<file path="src/rtl/uart_pkg.sv">
// uart_pkg
// Shared UART definitions used by the TX framer and by the RX decode logic.
// It holds the frame FSM state encoding, the parity_sel encodings, the
// stop_sel encodings and the parity helpers. Both sides of the link use the
// same helpers, so they always agree on the parity convention.
package uart_pkg;

  typedef enum logic [2:0] {
    ST_IDLE   = 3'd0,
    ST_START  = 3'd1,
    ST_DATA   = 3'd2,
    ST_PARITY = 3'd3,
    ST_STOP   = 3'd4
  } uart_state_t;

  // parity_sel encodings; 2'b11 is a second "none" code.
  localparam logic [1:0] PARITY_NONE     = 2'b00;
  localparam logic [1:0] PARITY_EVEN     = 2'b01;
  localparam logic [1:0] PARITY_ODD      = 2'b10;
  localparam logic [1:0] PARITY_NONE_ALT = 2'b11;

  // stop_sel encodings.
  localparam logic STOP_ONE = 1'b0;
  localparam logic STOP_TWO = 1'b1;

  // True when the selected mode inserts a parity bit into the frame.
  function automatic logic parity_enabled(input logic [1:0] sel);
    case (sel)
      PARITY_EVEN,
      PARITY_ODD: return 1'b1;
      default:    return 1'b0;
    endcase
  endfunction

  // Parity bit for a data byte. Even parity gives ^data and odd parity gives ~^data.
  function automatic logic parity_bit(input logic [7:0] data, input logic [1:0] sel);
    case (sel)
      PARITY_ODD: return ~^data;
      default:    return ^data;
    endcase
  endfunction

endpackage

</file>
<file path="src/rtl/uart_tx_fifo.sv">
// uart_tx_fifo
// Single-clock synchronous FIFO with registered pointers and a registered
// occupancy count. DEPTH must be a power of two so that the pointers wrap
// naturally.
// Ports:
//   clk, nrst            clock; synchronous active-low reset (empties the FIFO)
//   push, wr_data        write request and data; ignored while full
//   pop, rd_data         read request and the current head; pop ignored while empty
//   full, empty, count   status derived from the registered count
module uart_tx_fifo #(
  parameter int WIDTH = 8,
  parameter int DEPTH = 16
) (
  input  logic                     clk,
  input  logic                     nrst,
  input  logic                     push,
  input  logic [WIDTH-1:0]         wr_data,
  input  logic                     pop,
  output logic [WIDTH-1:0]         rd_data,
  output logic                     full,
  output logic                     empty,
  output logic [$clog2(DEPTH):0]   count
);
  localparam int AW = $clog2(DEPTH);

  logic [WIDTH-1:0] mem_r [DEPTH];
  logic [AW-1:0]    wr_ptr_r;
  logic [AW-1:0]    rd_ptr_r;
  logic [AW:0]      count_r;
  logic             do_push_s;
  logic             do_pop_s;

  // Full is evaluated before any same-cycle pop, so a full FIFO refuses a push.
  assign full      = (count_r == (AW+1)'(DEPTH));
  assign empty     = (count_r == '0);
  assign do_push_s = push && !full;
  assign do_pop_s  = pop && !empty;
  assign rd_data   = mem_r[rd_ptr_r];
  assign count     = count_r;

  // Storage write port (data needs no reset; validity is tracked by count_r).
  always_ff @(posedge clk) begin
    if (do_push_s) begin
      mem_r[wr_ptr_r] <= wr_data;
    end
  end

  // Pointer and occupancy bookkeeping.
  always_ff @(posedge clk) begin
    if (!nrst) begin
      wr_ptr_r <= '0;
      rd_ptr_r <= '0;
      count_r  <= '0;
    end else begin
      if (do_push_s) begin
        wr_ptr_r <= wr_ptr_r + AW'(1);
      end
      if (do_pop_s) begin
        rd_ptr_r <= rd_ptr_r + AW'(1);
      end
      case ({do_push_s, do_pop_s})
        2'b10:   count_r <= count_r + (AW+1)'(1);
        2'b01:   count_r <= count_r - (AW+1)'(1);
        default: count_r <= count_r;
      endcase
    end
  end

endmodule

</file>
<file path="src/rtl/uart_tx_frame.sv">
// uart_tx_frame
// UART transmitter with a byte FIFO. It sends frames LSB-first: a start bit,
// 8 data bits, an optional parity bit, then 1 or 2 stop bits. Queued bytes go
// out back-to-back with no idle cycle between frames.
// Ports:
//   uart_clk, nrst        clock; synchronous active-low reset
//   in_data/in_valid      byte offered by the producer
//   in_ready              !fifo_full; a byte is taken when in_valid && in_ready
//   parity_sel, stop_sel  frame format; sampled when a byte leaves the FIFO
//   tx                    serial line, idle high (registered)
//   tx_busy               high from the START bit through the last STOP cycle
//   fifo_count            bytes currently queued
//   frame_done            high on the last cycle of each frame's final stop bit
module uart_tx_frame
  import uart_pkg::*;
#(
  parameter int CLKS_PER_BIT = 868,
  parameter int FIFO_DEPTH   = 16
) (
  input  logic       uart_clk,
  input  logic       nrst,
  input  logic [7:0] in_data,
  input  logic       in_valid,
  output logic       in_ready,
  input  logic [1:0] parity_sel,
  input  logic       stop_sel,
  output logic       tx,
  output logic       tx_busy,
  output logic [4:0] fifo_count,
  output logic       frame_done
);
  localparam int          CNT_W      = $clog2(FIFO_DEPTH) + 1;
  localparam logic [15:0] BIT_RELOAD = 16'(CLKS_PER_BIT - 1);

  logic [7:0]       fifo_head_s;
  logic             fifo_full_s;
  logic             fifo_empty_s;
  logic [CNT_W-1:0] fifo_cnt_s;
  logic             pop_s;
  logic             load_s;
  logic             bit_end_s;

  uart_state_t state_r, state_nx_s;
  logic [15:0] bit_cnt_r, bit_cnt_nx_s;
  logic [2:0]  data_idx_r, data_idx_nx_s;
  logic        stop_idx_r, stop_idx_nx_s;
  logic [7:0]  shift_r, shift_nx_s;
  logic        par_en_r, par_en_nx_s;
  logic        par_bit_r, par_bit_nx_s;
  logic        stop2_r, stop2_nx_s;
  logic        tx_r, tx_nx_s;
  logic        busy_r, busy_nx_s;
  logic        done_r, done_nx_s;

  uart_tx_fifo #(
    .WIDTH (8),
    .DEPTH (FIFO_DEPTH)
  ) u_fifo (
    .clk     (uart_clk),
    .nrst    (nrst),
    .push    (in_valid),
    .wr_data (in_data),
    .pop     (pop_s),
    .rd_data (fifo_head_s),
    .full    (fifo_full_s),
    .empty   (fifo_empty_s),
    .count   (fifo_cnt_s)
  );

  assign in_ready   = !fifo_full_s;
  assign fifo_count = 5'(fifo_cnt_s);
  assign tx         = tx_r;
  assign tx_busy    = busy_r;
  assign frame_done = done_r;
  assign bit_end_s  = (bit_cnt_r == 16'd0);

  // Next-state, bit timing and next line value for the frame FSM.
  always_comb begin
    state_nx_s    = state_r;
    bit_cnt_nx_s  = bit_cnt_r;
    data_idx_nx_s = data_idx_r;
    stop_idx_nx_s = stop_idx_r;
    shift_nx_s    = shift_r;
    par_en_nx_s   = par_en_r;
    par_bit_nx_s  = par_bit_r;
    stop2_nx_s    = stop2_r;
    tx_nx_s       = tx_r;
    load_s        = 1'b0;
    pop_s         = 1'b0;

    case (state_r)
      ST_IDLE: begin
        tx_nx_s = 1'b1;
        if (!fifo_empty_s) begin
          load_s = 1'b1;
        end else begin
          load_s = 1'b0;
        end
      end
      ST_START: begin
        if (bit_end_s) begin
          bit_cnt_nx_s  = BIT_RELOAD;
          data_idx_nx_s = 3'd0;
          tx_nx_s       = shift_r[0];
          state_nx_s    = ST_DATA;
        end else begin
          bit_cnt_nx_s = bit_cnt_r - 16'd1;
        end
      end
      ST_DATA: begin
        if (bit_end_s) begin
          bit_cnt_nx_s = BIT_RELOAD;
          if (data_idx_r == 3'd7) begin
            if (par_en_r) begin
              state_nx_s = ST_PARITY;
              tx_nx_s    = par_bit_r;
            end else begin
              state_nx_s    = ST_STOP;
              stop_idx_nx_s = 1'b0;
              tx_nx_s       = 1'b1;
            end
          end else begin
            // The next bit is shift_r[1], which becomes bit 0 after this shift.
            data_idx_nx_s = data_idx_r + 3'd1;
            shift_nx_s    = {1'b0, shift_r[7:1]};
            tx_nx_s       = shift_r[1];
          end
        end else begin
          bit_cnt_nx_s = bit_cnt_r - 16'd1;
        end
      end
      ST_PARITY: begin
        if (bit_end_s) begin
          bit_cnt_nx_s  = BIT_RELOAD;
          stop_idx_nx_s = 1'b0;
          state_nx_s    = ST_STOP;
          tx_nx_s       = 1'b1;
        end else begin
          bit_cnt_nx_s = bit_cnt_r - 16'd1;
        end
      end
      ST_STOP: begin
        if (bit_end_s) begin
          if (stop_idx_r || !stop2_r) begin
            if (!fifo_empty_s) begin
              load_s = 1'b1;
            end else begin
              state_nx_s = ST_IDLE;
              tx_nx_s    = 1'b1;
            end
          end else begin
            stop_idx_nx_s = 1'b1;
            bit_cnt_nx_s  = BIT_RELOAD;
          end
        end else begin
          bit_cnt_nx_s = bit_cnt_r - 16'd1;
        end
      end
      default: begin
        state_nx_s = ST_IDLE;
        tx_nx_s    = 1'b1;
      end
    endcase

    // Take the FIFO head and latch the frame format at pop time. This keeps
    // later pin changes out of the frame that is already on the line.
    if (load_s) begin
      pop_s         = 1'b1;
      shift_nx_s    = fifo_head_s;
      par_en_nx_s   = parity_enabled(parity_sel);
      par_bit_nx_s  = parity_bit(fifo_head_s, parity_sel);
      stop2_nx_s    = (stop_sel == STOP_TWO);
      bit_cnt_nx_s  = BIT_RELOAD;
      data_idx_nx_s = 3'd0;
      stop_idx_nx_s = 1'b0;
      state_nx_s    = ST_START;
      tx_nx_s       = 1'b0;
    end else begin
      pop_s = 1'b0;
    end

    busy_nx_s = (state_nx_s != ST_IDLE);
    // Registered decode of "the next cycle is the final stop cycle". It also
    // covers CLKS_PER_BIT=1, where that cycle is the one entering the bit.
    done_nx_s = (state_nx_s == ST_STOP) && (bit_cnt_nx_s == 16'd0) &&
                (stop_idx_nx_s || !stop2_nx_s);
  end

  // Frame FSM state and registered outputs.
  always_ff @(posedge uart_clk) begin
    if (!nrst) begin
      state_r    <= ST_IDLE;
      bit_cnt_r  <= 16'd0;
      data_idx_r <= 3'd0;
      stop_idx_r <= 1'b0;
      shift_r    <= 8'd0;
      par_en_r   <= 1'b0;
      par_bit_r  <= 1'b0;
      stop2_r    <= 1'b0;
      tx_r       <= 1'b1;
      busy_r     <= 1'b0;
      done_r     <= 1'b0;
    end else begin
      state_r    <= state_nx_s;
      bit_cnt_r  <= bit_cnt_nx_s;
      data_idx_r <= data_idx_nx_s;
      stop_idx_r <= stop_idx_nx_s;
      shift_r    <= shift_nx_s;
      par_en_r   <= par_en_nx_s;
      par_bit_r  <= par_bit_nx_s;
      stop2_r    <= stop2_nx_s;
      tx_r       <= tx_nx_s;
      busy_r     <= busy_nx_s;
      done_r     <= done_nx_s;
    end
  end

endmodule
</file>
<file path="config.mk">
export PLATFORM = sky130hd
export DESIGN_NAME = uart_tx_frame
export DESIGN_NICKNAME = d
export VERILOG_FILES = /design/src/rtl/uart_pkg.sv /design/src/rtl/uart_tx_fifo.sv /design/src/rtl/uart_tx_frame.sv
export SDC_FILE = /design/constraint.sdc
export NUM_CORES = 1
export LEC_CHECK = 0
export CORE_MARGIN = 2
export CORE_UTILIZATION = 55
export DETAILED_ROUTE_END_ITERATION = 12
export HOLD_SLACK_MARGIN = 0.1
export PLACE_DENSITY = 0.75
export SYNTH_ARGS = -nofsm -noshare
export SYNTH_HDL_FRONTEND = slang
export SYNTH_HIERARCHICAL = 1
export SYNTH_SLANG_ARGS = --single-unit
</file>
<file path="constraint.sdc">
create_clock -name uart_clk -period 3.6 [get_ports uart_clk]
set_input_delay 0.72 -clock uart_clk [delete_from_list [all_inputs] [get_ports uart_clk]]
set_output_delay 0.72 -clock uart_clk [all_outputs]
set_load 0.01 [all_outputs]
</file>
==> flow_metrics.py, run 1 <==
metrics = {
    "outcome": {
        "status": "complete, no violations",
    },
    "die": {
        "die_h_um": 125,
        "initial_utilization": 0.560,
        "ios": 23,
        "coreArea_mm2": 0.0145,
        "rows": 44,
        "die-width_um": 125,
        "dieArea_mm2": 0.0157,
    },
    "clock_tree": {
        "post_cts_buffers": 0,
        "cts-buffers-inserted": 17,
        "cts-root-buf": "clkbuf_16",
        "path_clk_slew_ps": 70,
        "clock_path_buffers": 2,
        "htreeDepth": 4,
        "postCtsHoldBufs": 0,
        "clock-sinks": 182,
        "clock_latency_ps": 430,
        "cts_tree": "done",
        "cts_resized": 0,
    },
    "placed_design": {
        "gp_congestion": 0.935,
        "port_buffers": 22,
        "dp_hpwl_um": 10800,
    },
    "routing": {
        "drt_pass1_iterations": 7,
        "drt_iter0_markers": 474,
        "drc": 0,
        "via_count": 5166,
        "totalWireLength_um": 16100,
        "avgRoutedWirePerCell_um": 19.3,
        "vias_per_cell": 6.19,
        "postRouteAntennaNets": 0,
    },
    "global_routing": {
        "grt_pass1_vias": 4971,
        "antenna_found_initial": 0,
        "grt_start_max_net_pins": 33,
        "grt_pass1_wl_um": 25900,
        "overflow": 0,
        "grt_usage": 0.213,
    },
    "timing": {
        "setup_tns_ps": 0,
        "setup_viol": 0,
        "maxSlewViolCount": 0,
        "fmax_mhz": 308,
        "rsz0062_at_grt": "no",
        "period_needed_ps": 3250,
        "tightest_slew_ps": 792,
        "period_share": 0.902,
        "max_slew_margin": 0.470,
        "hold_viol_final": 0,
        "clock_skew_ps": 7.93,
    },
    "synth": {
        "synth_cells": 618,
        "async_flop_share": 0,
        "syn_avg_cell_area_um2": 13.1,
        "netlist_area_mm2": 0.00811,
        "yosysSeqAreaShare": 0.608,
        "synth_nets": 645,
        "ys.flop_type": "edfxtp_1",
        "ys_warn_count": 6,
        "synth_seq_cells": 182,
        "synth_cell_types": 68,
        "synth-edff-count": 128,
    },
    "finish": {
        "area_growth_syn_to_layout_pct": 11.5,
        "drive_gt1_frac": 0.149,
        "layout_common_cells": "edfxtp_1, nand2_1, nor2_1",
        "final_common_cell": "edfxtp_1",
        "insertedDiodeCount": 0,
        "nets": 665,
    },
    "worst_setup_path": {
        "end_kind": "flop",
        "cp_max_fo": 12,
        "worstSetupPathType": "reg -> reg",
        "crit_top_cell": "inv_1",
        "cpMaxStageDelayCell": "dfxtp_1",
        "rr_worst_depth": 16,
        "start_kind": "flop",
        "required_ps": 3900,
        "path_cells": "inv_1, ha_1, nor4b_2, nand4_2, o21ai_0, nand2_1, inv_1, o21ai_4, inv_1, ha_2, xor2_1, ha_1, nand2_1, o21ai_0, or3_1, nand4_1",
        "cp_slowest_stage_delay_ps": 340,
        "cp.arrival_ps": 3550,
    },
    "power": {
        "leakage_nw": 3.07,
        "peakVddDrop_mv": 0.513,
        "power_density_mw_per_mm2": 749,
        "power_mw": 6.77,
    },
    "worst_hold_path": {
        "hold_depth": 2,
        "holdCritPathClass": "reg -> reg",
    },
    "flow_run": {
        "drv_cap": 0,
    },
}
final timing paths:
kind | slack [ps] | endpoint | from
hold / removal | 460 | par_bit_r$_SDFFE_PN0N_ | par_bit_r$_SDFFE_PN0N_
setup / recovery | 350 | u_fifo/count[4]$_SDFFE_PN0P_ | bit_cnt_r[0]$_SDFF_PN0_
hold reg to reg | 460 | par_bit_r$_SDFFE_PN0N_ | par_bit_r$_SDFFE_PN0N_
setup reg to reg | 350 | u_fifo/count[4]$_SDFFE_PN0P_ | bit_cnt_r[0]$_SDFF_PN0_
routing by layer:
| metal | global-route usage | part of all wire | vias to the layer above | routed length, µm |
|---|---|---|---|---|
| met2 | 0.340 | 0.48 | 190 | 7780 |
| met1 | 0.291 | 0.43 | 2552 | 7010 |
| li1 | - | - | 2397 | - |
| met4 | 0.0824 | 0.020 | 0 | 326 |
| met5 | 0 | 0 | - | 0 |
| met3 | 0.0466 | 0.062 | 27 | 997 |
sequential cells by signal, indices dropped and copies added (netlist names), named ones only:
register	cells
tx_busy	1
u_fifo/wr_ptr_r	4
bit_cnt_r	16
par_bit_r	1
frame_done	1
state_r	3
shift_r	8
par_en_r	1
stop_idx_r	1
u_fifo/rd_ptr_r	4
stop2_r	1
u_fifo/count	5
tx	1
data_idx_r	3
u_fifo/mem_r	128
through the flow:
| step | cells | hold WS (ps) | area [µm²] | setup WS, ps | utilization |
|---|---|---|---|---|---|
| global route | 835 | 484 | 9040 | 102 | 0.624 |
| floorplan | 618 | 427 | 8110 | 150 | - |
| global placement | 803 | 446 | 8490 | 505 | 0.586 |
| CTS | 835 | 467 | 9040 | 315 | 0.624 |
| detailed placement | 803 | 458 | 8490 | 350 | 0.586 |
| finish | 835 | 464 | 9040 | 353 | 0.624 |
synthesized netlist by cell type (4+ instances only):
cell        n  area [µm²]
edfxtp_1  128        3840
nor2b_1    10        62.6
xnor2_1    11        96.3
mux4_2     32         721
dfxtp_1    54        1080
nand2b_1    4        25.0
buf_6       5        56.3
mux2i_1     6        60.1
nand4_1    11        68.8
nand3_1    10        50.1
a21oi_1    22         110
or4_1       4        30.0
a311oi_1    8        70.1
o21a_1      7        52.6
nor3_1     21         105
o21ai_0    15        75.1
nor2_1     54         203
buf_2       7        35.0
nor4_1      5        31.3
clkbuf_1   20        75.1
and2_1      8        50.1
ha_1       13         163
nand2_1    55         206
and3_1      5        31.3
inv_1      15        56.3
a31oi_1     4        25.0
a22oi_1    16         120
or3_1       7        43.8
worst max-delay path: cells and delay by family, from the launching register on:
family	cells	cell delay [ps]
and+or+nand+nor	6	930
buffers and inverters	3	360
AOI/OAI and AO/OA	3	630
xor gates and xnor gates	1	180
adders and majority gates	3	670
DFF	1	340
cell families (layout without fill, tap and decap cells):
| kind of cell | Yosys count | after routing | share of synthesized area |
|---|---|---|---|
| compound gates | 102 | 102 | 0.0891 |
| xor+xnor | 14 | 14 | 0.0151 |
| fa+ha+maj | 13 | 13 | 0.0201 |
| buf+inv | 54 | 87 | 0.0336 |
| flops | 182 | 182 | 0.608 |
| mux | 38 | 38 | 0.0963 |
| simple gates | 215 | 215 | 0.138 |
power breakdown:
part	internal, mW	switching [mW]	leakage, nW
logic	0.998	1.40	1.20
clock network	0.957	0.777	0.270
registers	2.43	0.205	1.60
cell type report:
cell class | instances | area (µm²)
clock buffer | 18 | 429
inverter | 16 | 60.1
fill | 1075 | 5440
clock inverter | 14 | 123
sequential | 182 | 4930
timing repair buffer | 39 | 360
multi-input combinational | 382 | 2910
tap | 184 | 230
Power figures use the tool's default switching activity.
==> run 2: changes to the inputs <==
--- a/config.mk
+++ b/config.mk
@@ -8,9 +8,12 @@
 export CORE_MARGIN = 2
 export CORE_UTILIZATION = 55
 export DETAILED_ROUTE_END_ITERATION = 12
+export GPL_ROUTABILITY_DRIVEN = 0
 export HOLD_SLACK_MARGIN = 0.1
+export MAX_ROUTING_LAYER = met4
 export PLACE_DENSITY = 0.75
 export SYNTH_ARGS = -nofsm -noshare
 export SYNTH_HDL_FRONTEND = slang
 export SYNTH_HIERARCHICAL = 1
 export SYNTH_SLANG_ARGS = --single-unit
+export TNS_END_PERCENT = 5
==> flow_metrics.py, run 2 (synthesis results as in run 1) <==
metrics = {
    "timing": {
        "rsz0062_at_grt": "no",
        "tightest_slew_ps": 818,
        "max_slew_margin": 0.453,
        "setup_viol": 0,
        "fmax_mhz": 304,
        "maxSlewViolCount": 0,
        "hold_viol_final": 0,
        "period_needed_ps": 3290,
        "setup_tns_ps": 0,
        "clock_skew_ps": 7.14,
        "period_share": 0.915,
    },
    "global_routing": {
        "grt_pass1_vias": 5062,
        "grt_start_max_net_pins": 33,
        "overflow": 0,
        "grt_pass1_wl_um": 27100,
        "antenna_found_initial": 0,
        "grt_usage": 0.229,
    },
    "worst_setup_path": {
        "path_delay_family": "simple AND/OR/NAND/NOR gates",
        "start_kind": "flop",
        "crit_top_cell": "inv_1",
        "worstSetupPathType": "reg -> reg",
        "critPathBufInv": 3,
        "required_ps": 3900,
        "cpMaxStageDelayCell": "nor4b_2",
        "cp.arrival_ps": 3590,
        "cp_slowest_stage_delay_ps": 380,
        "path_cells": "inv_1, ha_1, nor4b_2, nand4_2, o21ai_0, nand2_1, inv_1, o21ai_4, inv_1, ha_2, xor2_1, ha_1, nand2_1, o21ai_0, or3_1, nand4_1",
        "cp_max_fo": 12,
        "end_kind": "flop",
    },
    "finish": {
        "n_fill_cell": 1065,
        "layout_common_cells": "edfxtp_1, nand2_1, nor2_1",
        "drive_gt1_frac": 0.152,
        "largestRegisters": "u_fifo/mem_r (128), bit_cnt_r (16), shift_r (8)",
        "area_growth_syn_to_layout_pct": 11.6,
        "nets": 666,
        "largest_reg_flops": 128,
        "insertedDiodeCount": 0,
        "regArea_mm2": 0.00493,
        "regMostFlops": "u_fifo/mem_r",
        "multi_input_area_mm2": 0.00291,
        "final_common_cell": "edfxtp_1",
    },
    "routing": {
        "via_count": 5220,
        "vias_per_cell": 6.24,
        "totalWireLength_um": 16700,
        "avgRoutedWirePerCell_um": 20.0,
        "postRouteAntennaNets": 0,
        "drc": 0,
        "drt_iter0_markers": 533,
        "drt_pass1_iterations": 5,
    },
    "placed_design": {
        "port_buffers": 22,
        "dp_hpwl_um": 11000,
    },
    "outcome": {
        "status": "complete, no violations",
    },
    "clock_tree": {
        "cts-root-buf": "clkbuf_16",
        "clock_path_buffers": 2,
        "htreeDepth": 4,
        "post_cts_buffers": 0,
        "cts-buffers-inserted": 17,
        "postCtsHoldBufs": 0,
        "cts_resized": 0,
        "cts_tree": "done",
        "path_clk_slew_ps": 60,
        "clock-sinks": 182,
        "clock_latency_ps": 420,
    },
    "die": {
        "die-width_um": 125,
        "initial_utilization": 0.560,
        "ios": 23,
        "die_h_um": 125,
        "rows": 44,
        "dieArea_mm2": 0.0157,
        "coreArea_mm2": 0.0145,
    },
    "flow_run": {
        "drv_cap": 0,
    },
    "power": {
        "leakage_nw": 3.08,
        "power_density_mw_per_mm2": 751,
        "peakVddDrop_mv": 0.580,
        "power_mw": 6.80,
    },
    "worst_hold_path": {
        "holdCritPathClass": "reg -> reg",
    },
}
[run 2: cell types whose count changed in the layout (fill, tap and decap cells not counted)]
cell / before / now
inv_6: 4 / 5
clkinv_1: 3 / 1
buf_4: 16 / 17
clkinv_4: 2 / 1
clkbuf_1: 1 / 2
clkinv_2: 2 / 3
[run 2: worst reg2reg max path, stage by stage (launching register included)]
cell	delay, ps
dfxtp_1	350
inv_1	160
ha_1	170
nor4b_2	380
nand4_2	180
o21ai_0	210
nand2_1	100
inv_1	130
o21ai_4	100
inv_1	80
ha_2	300
xor2_1	200
ha_1	220
nand2_1	60
o21ai_0	290
or3_1	170
nand4_1	80
[run 2: power by group]
part	total, mW	leakage [nW]	switching, mW	internal, mW
combinational	2.41	1.21	1.41	1.00
sequential	2.66	1.60	0.228	2.43
clock	1.73	0.272	0.764	0.963
total	6.80	3.08	2.40	4.40
[run 2: per-layer routing]
metal | global-route usage | share of wire | vias to the layer above
met3 | 0.0479 | 0.063 | 26
met4 | 0.0765 | 0.017 | 0
li1 | - | - | 2402
met5 | - | 0 | -
met2 | 0.355 | 0.49 | 208
met1 | 0.306 | 0.43 | 2584
[run 2: final cells by class]
type | count | area share
clock buffers | 19 | 0.0478
repair buffers | 40 | 0.0407
multi-input cells | 382 | 0.322
clock inverters | 13 | 0.0133
inverters | 16 | 0.00664
well taps | 184 | 0.0254
flip-flops and latches | 182 | 0.544
[run 2: worst paths after layout]
check             slack, ps  cells after the start                  startpoint                            to
setup / recovery        310                     16     bit_cnt_r[0]$_SDFF_PN0_  u_fifo/count[4]$_SDFFE_PN0P_
hold / removal          460                      2  data_idx_r[1]$_SDFFE_PP0P_    data_idx_r[1]$_SDFFE_PP0P_
setup reg to reg        310                     16     bit_cnt_r[0]$_SDFF_PN0_  u_fifo/count[4]$_SDFFE_PN0P_
hold reg to reg         460                      2  data_idx_r[1]$_SDFFE_PP0P_    data_idx_r[1]$_SDFFE_PP0P_
[run 2: metrics by stage]
stage          setup slack, ps   util  area, µm²  std cells  hold WS, ps
6_report                   305  0.625       9050        836          455
4_1_cts                    255  0.625       9050        836          459
3_5_place_dp               288  0.587       8490        804          450
5_1_grt                   26.5  0.625       9050        836          498
2_1_floorplan              150      -       8110        618          427
3_3_place_gp               510  0.587       8490        804          445
